File: src/rtl/pwm_pkg.sv
`default_nettype none
// ----------------------------------------------------------------------------
// pwm_pkg : shared PWM widths and move-FSM state encoding           rev 1.0
// ----------------------------------------------------------------------------
package pwm_pkg;

  localparam int PWM_NCH = 8;
  localparam int PWM_CW  = 32;
  localparam int PWM_SW  = 16;
  localparam int PWM_CHW = 3;

  typedef enum logic [0:0] {
    IDLE = 1'b0,
    RUN  = 1'b1
  } move_state_t;

endpackage
`default_nettype wire

File: src/rtl/pwm_move_chan.sv
`default_nettype none
// ----------------------------------------------------------------------------
// pwm_move_chan : one channel's move FSM, pulse counter, feedback edge detect
// rev 1.0
// ----------------------------------------------------------------------------
module pwm_move_chan
  import pwm_pkg::*;
#(
  parameter int CW = PWM_CW,
  parameter int SW = PWM_SW
) (
  input  logic          clk,
  input  logic          rst,
  input  logic          start,
  input  logic [SW-1:0] steps,
  input  logic [CW-1:0] period,
  input  logic [CW-1:0] duty,
  input  logic          dir,
  input  logic          abort,
  input  logic          fb,
  output logic [CW-1:0] period_q,
  output logic [CW-1:0] duty_q,
  output logic          dir_q,
  output logic          en,
  output logic          busy,
  output logic          done
);

  move_state_t   r_state;
  logic [SW-1:0] r_steps;
  logic [SW-1:0] r_cnt;
  logic          r_fb;
  logic          w_fall;
  logic [SW-1:0] w_cnt_next;

  // Falling edge compares the previous registered sample with the live input,
  // so completion lands on the very edge where the last pulse ends.
  assign w_fall     = r_fb & ~fb;
  assign w_cnt_next = r_cnt + SW'(1);

  always_ff @(posedge clk) begin
    if (rst) begin
      r_state  <= IDLE;
      r_steps  <= '0;
      r_cnt    <= '0;
      r_fb     <= 1'b0;
      period_q <= '0;
      duty_q   <= '0;
      dir_q    <= 1'b0;
      en       <= 1'b0;
      busy     <= 1'b0;
      done     <= 1'b0;
    end else begin
      done <= 1'b0;
      case (r_state)
        IDLE: begin
          if (start) begin
            period_q <= period;
            duty_q   <= duty;
            dir_q    <= dir;
            r_steps  <= steps;
            r_cnt    <= '0;
            r_fb     <= 1'b0;
            if (steps != '0) begin
              r_state <= RUN;
              en      <= 1'b1;
              busy    <= 1'b1;
            end else begin
              done <= 1'b1;
            end
          end
        end
        RUN: begin
          r_fb <= fb;
          if (abort) begin
            r_state <= IDLE;
            en      <= 1'b0;
            busy    <= 1'b0;
          end else if (w_fall) begin
            r_cnt <= w_cnt_next;
            if (w_cnt_next == r_steps) begin
              r_state <= IDLE;
              en      <= 1'b0;
              busy    <= 1'b0;
              done    <= 1'b1;
            end
          end
        end
        default: r_state <= IDLE;
      endcase
    end
  end

endmodule
`default_nettype wire

File: src/rtl/pwm_move_ctrl.sv
`default_nettype none
// ----------------------------------------------------------------------------
// pwm_move_ctrl : command decode and output packing for NCH move channels
// rev 1.0
// ----------------------------------------------------------------------------
module pwm_move_ctrl
  import pwm_pkg::*;
#(
  parameter int NCH = PWM_NCH,
  parameter int CW  = PWM_CW,
  parameter int SW  = PWM_SW
) (
  input  logic                clk,
  input  logic                rst,
  input  logic                cmd_valid,
  output logic                cmd_ready,
  input  logic [PWM_CHW-1:0]  cmd_ch,
  input  logic [SW-1:0]       cmd_steps,
  input  logic [CW-1:0]       cmd_period,
  input  logic [CW-1:0]       cmd_duty,
  input  logic                cmd_dir,
  input  logic [NCH-1:0]      abort,
  input  logic [NCH-1:0]      pwm_fb,
  output logic [NCH*CW-1:0]   period_o,
  output logic [NCH*CW-1:0]   duty_o,
  output logic [NCH-1:0]      en_o,
  output logic [NCH-1:0]      dir_o,
  output logic [NCH-1:0]      busy,
  output logic [NCH-1:0]      done
);

  localparam int CH_SLOTS = 1 << PWM_CHW;

  logic [CH_SLOTS-1:0] w_busy_sel;
  logic                w_accept;

  // Addresses with no channel behind them read as busy so they are never taken.
  generate
    if (NCH >= CH_SLOTS) begin : g_busy_full
      assign w_busy_sel = busy[CH_SLOTS-1:0];
    end else begin : g_busy_pad
      assign w_busy_sel = {{(CH_SLOTS-NCH){1'b1}}, busy};
    end
  endgenerate

  assign cmd_ready = ~w_busy_sel[cmd_ch];
  assign w_accept  = cmd_valid & cmd_ready;

  generate
    for (genvar gi = 0; gi < NCH; gi++) begin : g_chan
      logic w_start;
      assign w_start = w_accept && (cmd_ch == PWM_CHW'(gi));

      pwm_move_chan #(
        .CW (CW),
        .SW (SW)
      ) u_chan (
        .clk      (clk),
        .rst      (rst),
        .start    (w_start),
        .steps    (cmd_steps),
        .period   (cmd_period),
        .duty     (cmd_duty),
        .dir      (cmd_dir),
        .abort    (abort[gi]),
        .fb       (pwm_fb[gi]),
        .period_q (period_o[gi*CW +: CW]),
        .duty_q   (duty_o[gi*CW +: CW]),
        .dir_q    (dir_o[gi]),
        .en       (en_o[gi]),
        .busy     (busy[gi]),
        .done     (done[gi])
      );
    end
  endgenerate

endmodule
`default_nettype wire
File: config.mk
export PLATFORM = sky130hd
export DESIGN_NAME = pwm_move_ctrl
export DESIGN_NICKNAME = d
export VERILOG_FILES = /design/src/rtl/pwm_pkg.sv /design/src/rtl/pwm_move_chan.sv /design/src/rtl/pwm_move_ctrl.sv
export SDC_FILE = /design/constraint.sdc
export NUM_CORES = 2
export LEC_CHECK = 0
export ABC_AREA = 1
export CAP_MARGIN = 25
export CORE_MARGIN = 5
export CORE_UTILIZATION = 52
export CTS_CLUSTER_SIZE = 10
export DETAILED_ROUTE_END_ITERATION = 6
export PLACE_DENSITY = 0.88
export REMOVE_ABC_BUFFERS = 1
export SETUP_SLACK_MARGIN = 0.1
export SKIP_CTS_REPAIR_TIMING = 1
export SYNTH_ARGS = -nofsm -noshare
export SYNTH_HDL_FRONTEND = slang
export SYNTH_SLANG_ARGS = --single-unit
File: constraint.sdc
create_clock -name clk -period 3.1 [get_ports clk]
set_clock_uncertainty 0.2 [all_clocks]
set_input_delay 0.62 -clock clk [delete_from_list [all_inputs] [get_ports clk]]
set_output_delay 0.62 -clock clk [all_outputs]
set_load 0.02 [all_outputs]
==> flow_summary_export.csv <==
group,metric,value,unit
worst_setup_path,cp.required,2.28,ns
place,place_congestion,0.963,
detailed_routing,vias_per_cell,5.75,
floorplanning,initial_core_util,0.523,
clock_network,cts_root_buf,"clkbuf_16",
grt,grt_pass1_wl,199,mm
status,status,"complete, no violations",
sta,min_period,2.76,ns
synthesis,synthCells,4906,
worst_setup_path,crit_path_end_kind,"output pin",
final_layout,final_common_cell,"nor2_1",
power,p_sw,0.00584,W
final_layout,area_growth,30.2,%
final_layout,drive_above_1_share,0.0563,
detailed_routing,drt_pass1_iterations,6,
final_layout,fin_cells,6337,
clock_network,clock_path_buffers,3,
floorplanning,core,65600,um^2
power,p_per_area,512,nW/um^2
synthesis,netlist_area,34300,um^2
place,post_dp_cell_area,42000,um^2
worst_setup_path,r2r_end,"g_chan[3].u_chan.en",
final_layout,final_util,0.681,
place,io_buffers,647,
sta,finalHoldViolCount,0,
sta,setup_ws,0.342,ns
synthesis,synth_compound_area_frac,0.153,
detailed_routing,vias,36500,
sta,relSlewSlack,0.103,
worst_setup_path,r2r-start,"g_chan[3].u_chan.r_cnt[0]",
synthesis,synthMuxAreaShare,0,
floorplanning,die_w,267,um
sta,setup_viol,0,
power,pwr-share-comb,0.093,
detailed_routing,ant_nets,0,
worst_setup_path,rr_worst_depth,16,
synthesis,synth_xor_area_frac,0.0163,
job,maxCapViolations,0,
synthesis,yosysUniqueCellTypes,44,
power,peakVddDrop,0.000501,V
synthesis,synthAdderAreaFrac,0.00292,
sta,min_period_over_period,0.890,
detailed_routing,wire_per_inst,20.9,um
floorplanning,rows,94,
clock_network,cts.sinks,808,
power,power.clock.fraction,0.434,
worst_setup_path,arrival,1.94,ns
min_path,whs_path_depth,2,
power,p_int,0.0171,W
sta,tightest_slew,1.35,ns
floorplanning,boundaryPins,648,
grt,grt_pass1_vias,34600,
place,placed_cells,6214,
grt,grt_start_max_net_pins,185,
grt,grt_antenna_before_repair,6,
final_layout,fin_nets,5557,
floorplanning,die_h,267,um
final_layout,post-route-cell-area,44700,um^2
synthesis,yosysWarnings,0,
sta,clock.fmax,0.363,GHz
synthesis,ys_seq_area_frac,0.471,
worst_setup_path,crit_path_start_kind,"primary input",
min_path,min_to,"g_chan[5].u_chan.r_fb",
power,p_leak,17.8,nW
sta,slew_viol_final,0,
clock_network,clock_latency,0.65,ns
place,hpwl,91.0,mm
clock_network,htree_num_levels,3,
detailed_routing,postRouteWirelength,132,mm
worst_setup_path,ff2ff_setup_slack,0.37,ns
grt,grtUsageTotal,0.352,
detailed_routing,drtIter0Drc,4515,
synthesis,yosys.area_share.simple,0.275,
synthesis,synth_top_family_by_area,"simple AND/OR/NAND/NOR gates",
clock_network,cts_made_buffers,93,
floorplanning,die-area,71300,um^2
grt,grt_overflow,0,
synthesis,ys_ff_latch,808,
clock_network,path_clk_slew,0.06,ns
sta,rsz0062_at_grt,"no",
synthesis,syn_area_per_cell,7.00,um^2
worst_setup_path,path_max_fanout,5,
clock_network,cts_tree,"yes",
final_layout,layout_common_cells,"1008 x nor2_1, 991 x nand2_1, 808 x dfxtp_1",
power,p_sw_frac,0.255,
worst_setup_path,crit_type,"primary input to output pin",
min_path,hold_path_class,"register to register",
power,seq_power_share,0.472,
detailed_routing,drcViolationCount,0,
place,dp_slack,-0.111,ns
min_path,min_from,"g_chan[5].u_chan.r_fb",
==> power groups by stage <==
| stage | Clock, W | Combinational, W | Sequential [W] |
|---|---|---|---|
| final | 0.00995 | 0.00214 | 0.0108 |
| after global routing | 0.0105 | 0.00224 | 0.0108 |
| after CTS | 0.0100 | 0.00209 | 0.0108 |
| after detailed placement | 0 | 0.00207 | 0.0110 |
| after global placement | 0 | 0.00205 | 0.0110 |
| after floorplan | 0 | 0.000642 | 0.0112 |
==> cells in the mapped netlist, drive strengths merged <==
cell     count  area share
a31oi        5     0.00091
o21a         1     0.00022
xor3         3      0.0021
clkinv       7     0.00077
and2         2     0.00044
ha           8      0.0029
a21oi      427       0.062
xnor2       20      0.0051
o21ai      586       0.085
a211oi       3     0.00066
a21o         2     0.00044
or2          4     0.00073
o21bai       8      0.0017
o211ai       1     0.00022
clkbuf     222       0.024
nand2      997        0.11
dfxtp      808        0.47
nand2b       1     0.00018
o2111ai      2     0.00051
o22ai        2     0.00077
inv        287       0.031
xnor3        3      0.0020
nor2      1016        0.11
nand3      215       0.032
buf        140       0.025
nand4       66       0.013
nand3b      23      0.0050
xor2        28      0.0071
nor3        19      0.0028
==> layout make-up <==
| type | count | area, um^2 |
|---|---|---|
| repair buffers | 807 | 8260 |
| inverters | 294 | 1120 |
| fillers | 5124 | 20900 |
| well taps | 864 | 1080 |
| multi-input cells | 3442 | 15400 |
| clock inverters | 9 | 196 |
| flip-flops and latches | 808 | 16200 |
| diodes | 4 | 10.0 |
| clock buffers | 109 | 2450 |
==> critical path, cell delays in order <==
cell and delay, ns:
clkdlybuf4s50_1 0.49, nand2_1 0.10, inv_1 0.06, nand2_1 0.06
nand4_1 0.15, o22ai_4 0.19, dlymetal6s2s_1 0.26
==> sequential cells by signal (all words and copies together) (netlist names) <==
name                    flops
g_chan.u_chan.busy          1
g_chan.u_chan.dir_q         8
g_chan.u_chan.done          8
g_chan.u_chan.duty_q      256
g_chan.u_chan.en            7
g_chan.u_chan.period_q    256
g_chan.u_chan.r_cnt       128
g_chan.u_chan.r_fb          8
g_chan.u_chan.r_state       8
g_chan.u_chan.r_steps     128
==> cells by family (layout without fill, tap and decap cells) <==
group                      Yosys count  in the layout
AOI/OAI and AO/OA                 1037           1037
xor gates and xnor gates            54             54
adders and majority gates            8              8
buffers and inverters              656           1219
DFF                                808            808
other                                0              4
and+or+nand+nor                   2343           2343
==> stage by stage <==
stage	setup TNS [ns]	hold WS [ns]	total power, W
after floorplan	-2653.35	0.233	0.0119
after global placement	-1.50	0.246	0.0131
final	0	0.261	0.0229
after global routing	0	0.279	0.0235
after CTS	-0.0258	-0.0706	0.0229
after detailed placement	-5.87	0.253	0.0131
==> routing by layer <==
metal	part of all wire	GRT usage	vias up	wire (um)
met2	0.44	0.551	2245	57900
met3	0.12	0.106	584	16100
li1	-	-	16800	-
met1	0.37	0.430	16900	48500
met5	0.000053	0	-	7
met4	0.072	0.208	2	9570
==> worst max path at each step <==
stage / start / endpoint / slack (ns) / cells past startpoint
5_1_grt: g_chan[3].u_chan.r_cnt[0] / g_chan[3].u_chan.en / 0.10 / 14
3_5_place_dp: cmd_ch[0] / g_chan[2].u_chan.duty_q[17] / -0.11 / 12
2_1_floorplan: rst / g_chan[7].u_chan.r_fb / -4.93 / 3
3_3_place_gp: cmd_ch[0] / g_chan[2].u_chan.duty_q[14] / -0.04 / 12
4_1_cts: cmd_ch[0] / cmd_ready / -0.03 / 6
6_report: cmd_ch[0] / cmd_ready / 0.34 / 7
Power figures use the tool's default switching activity.
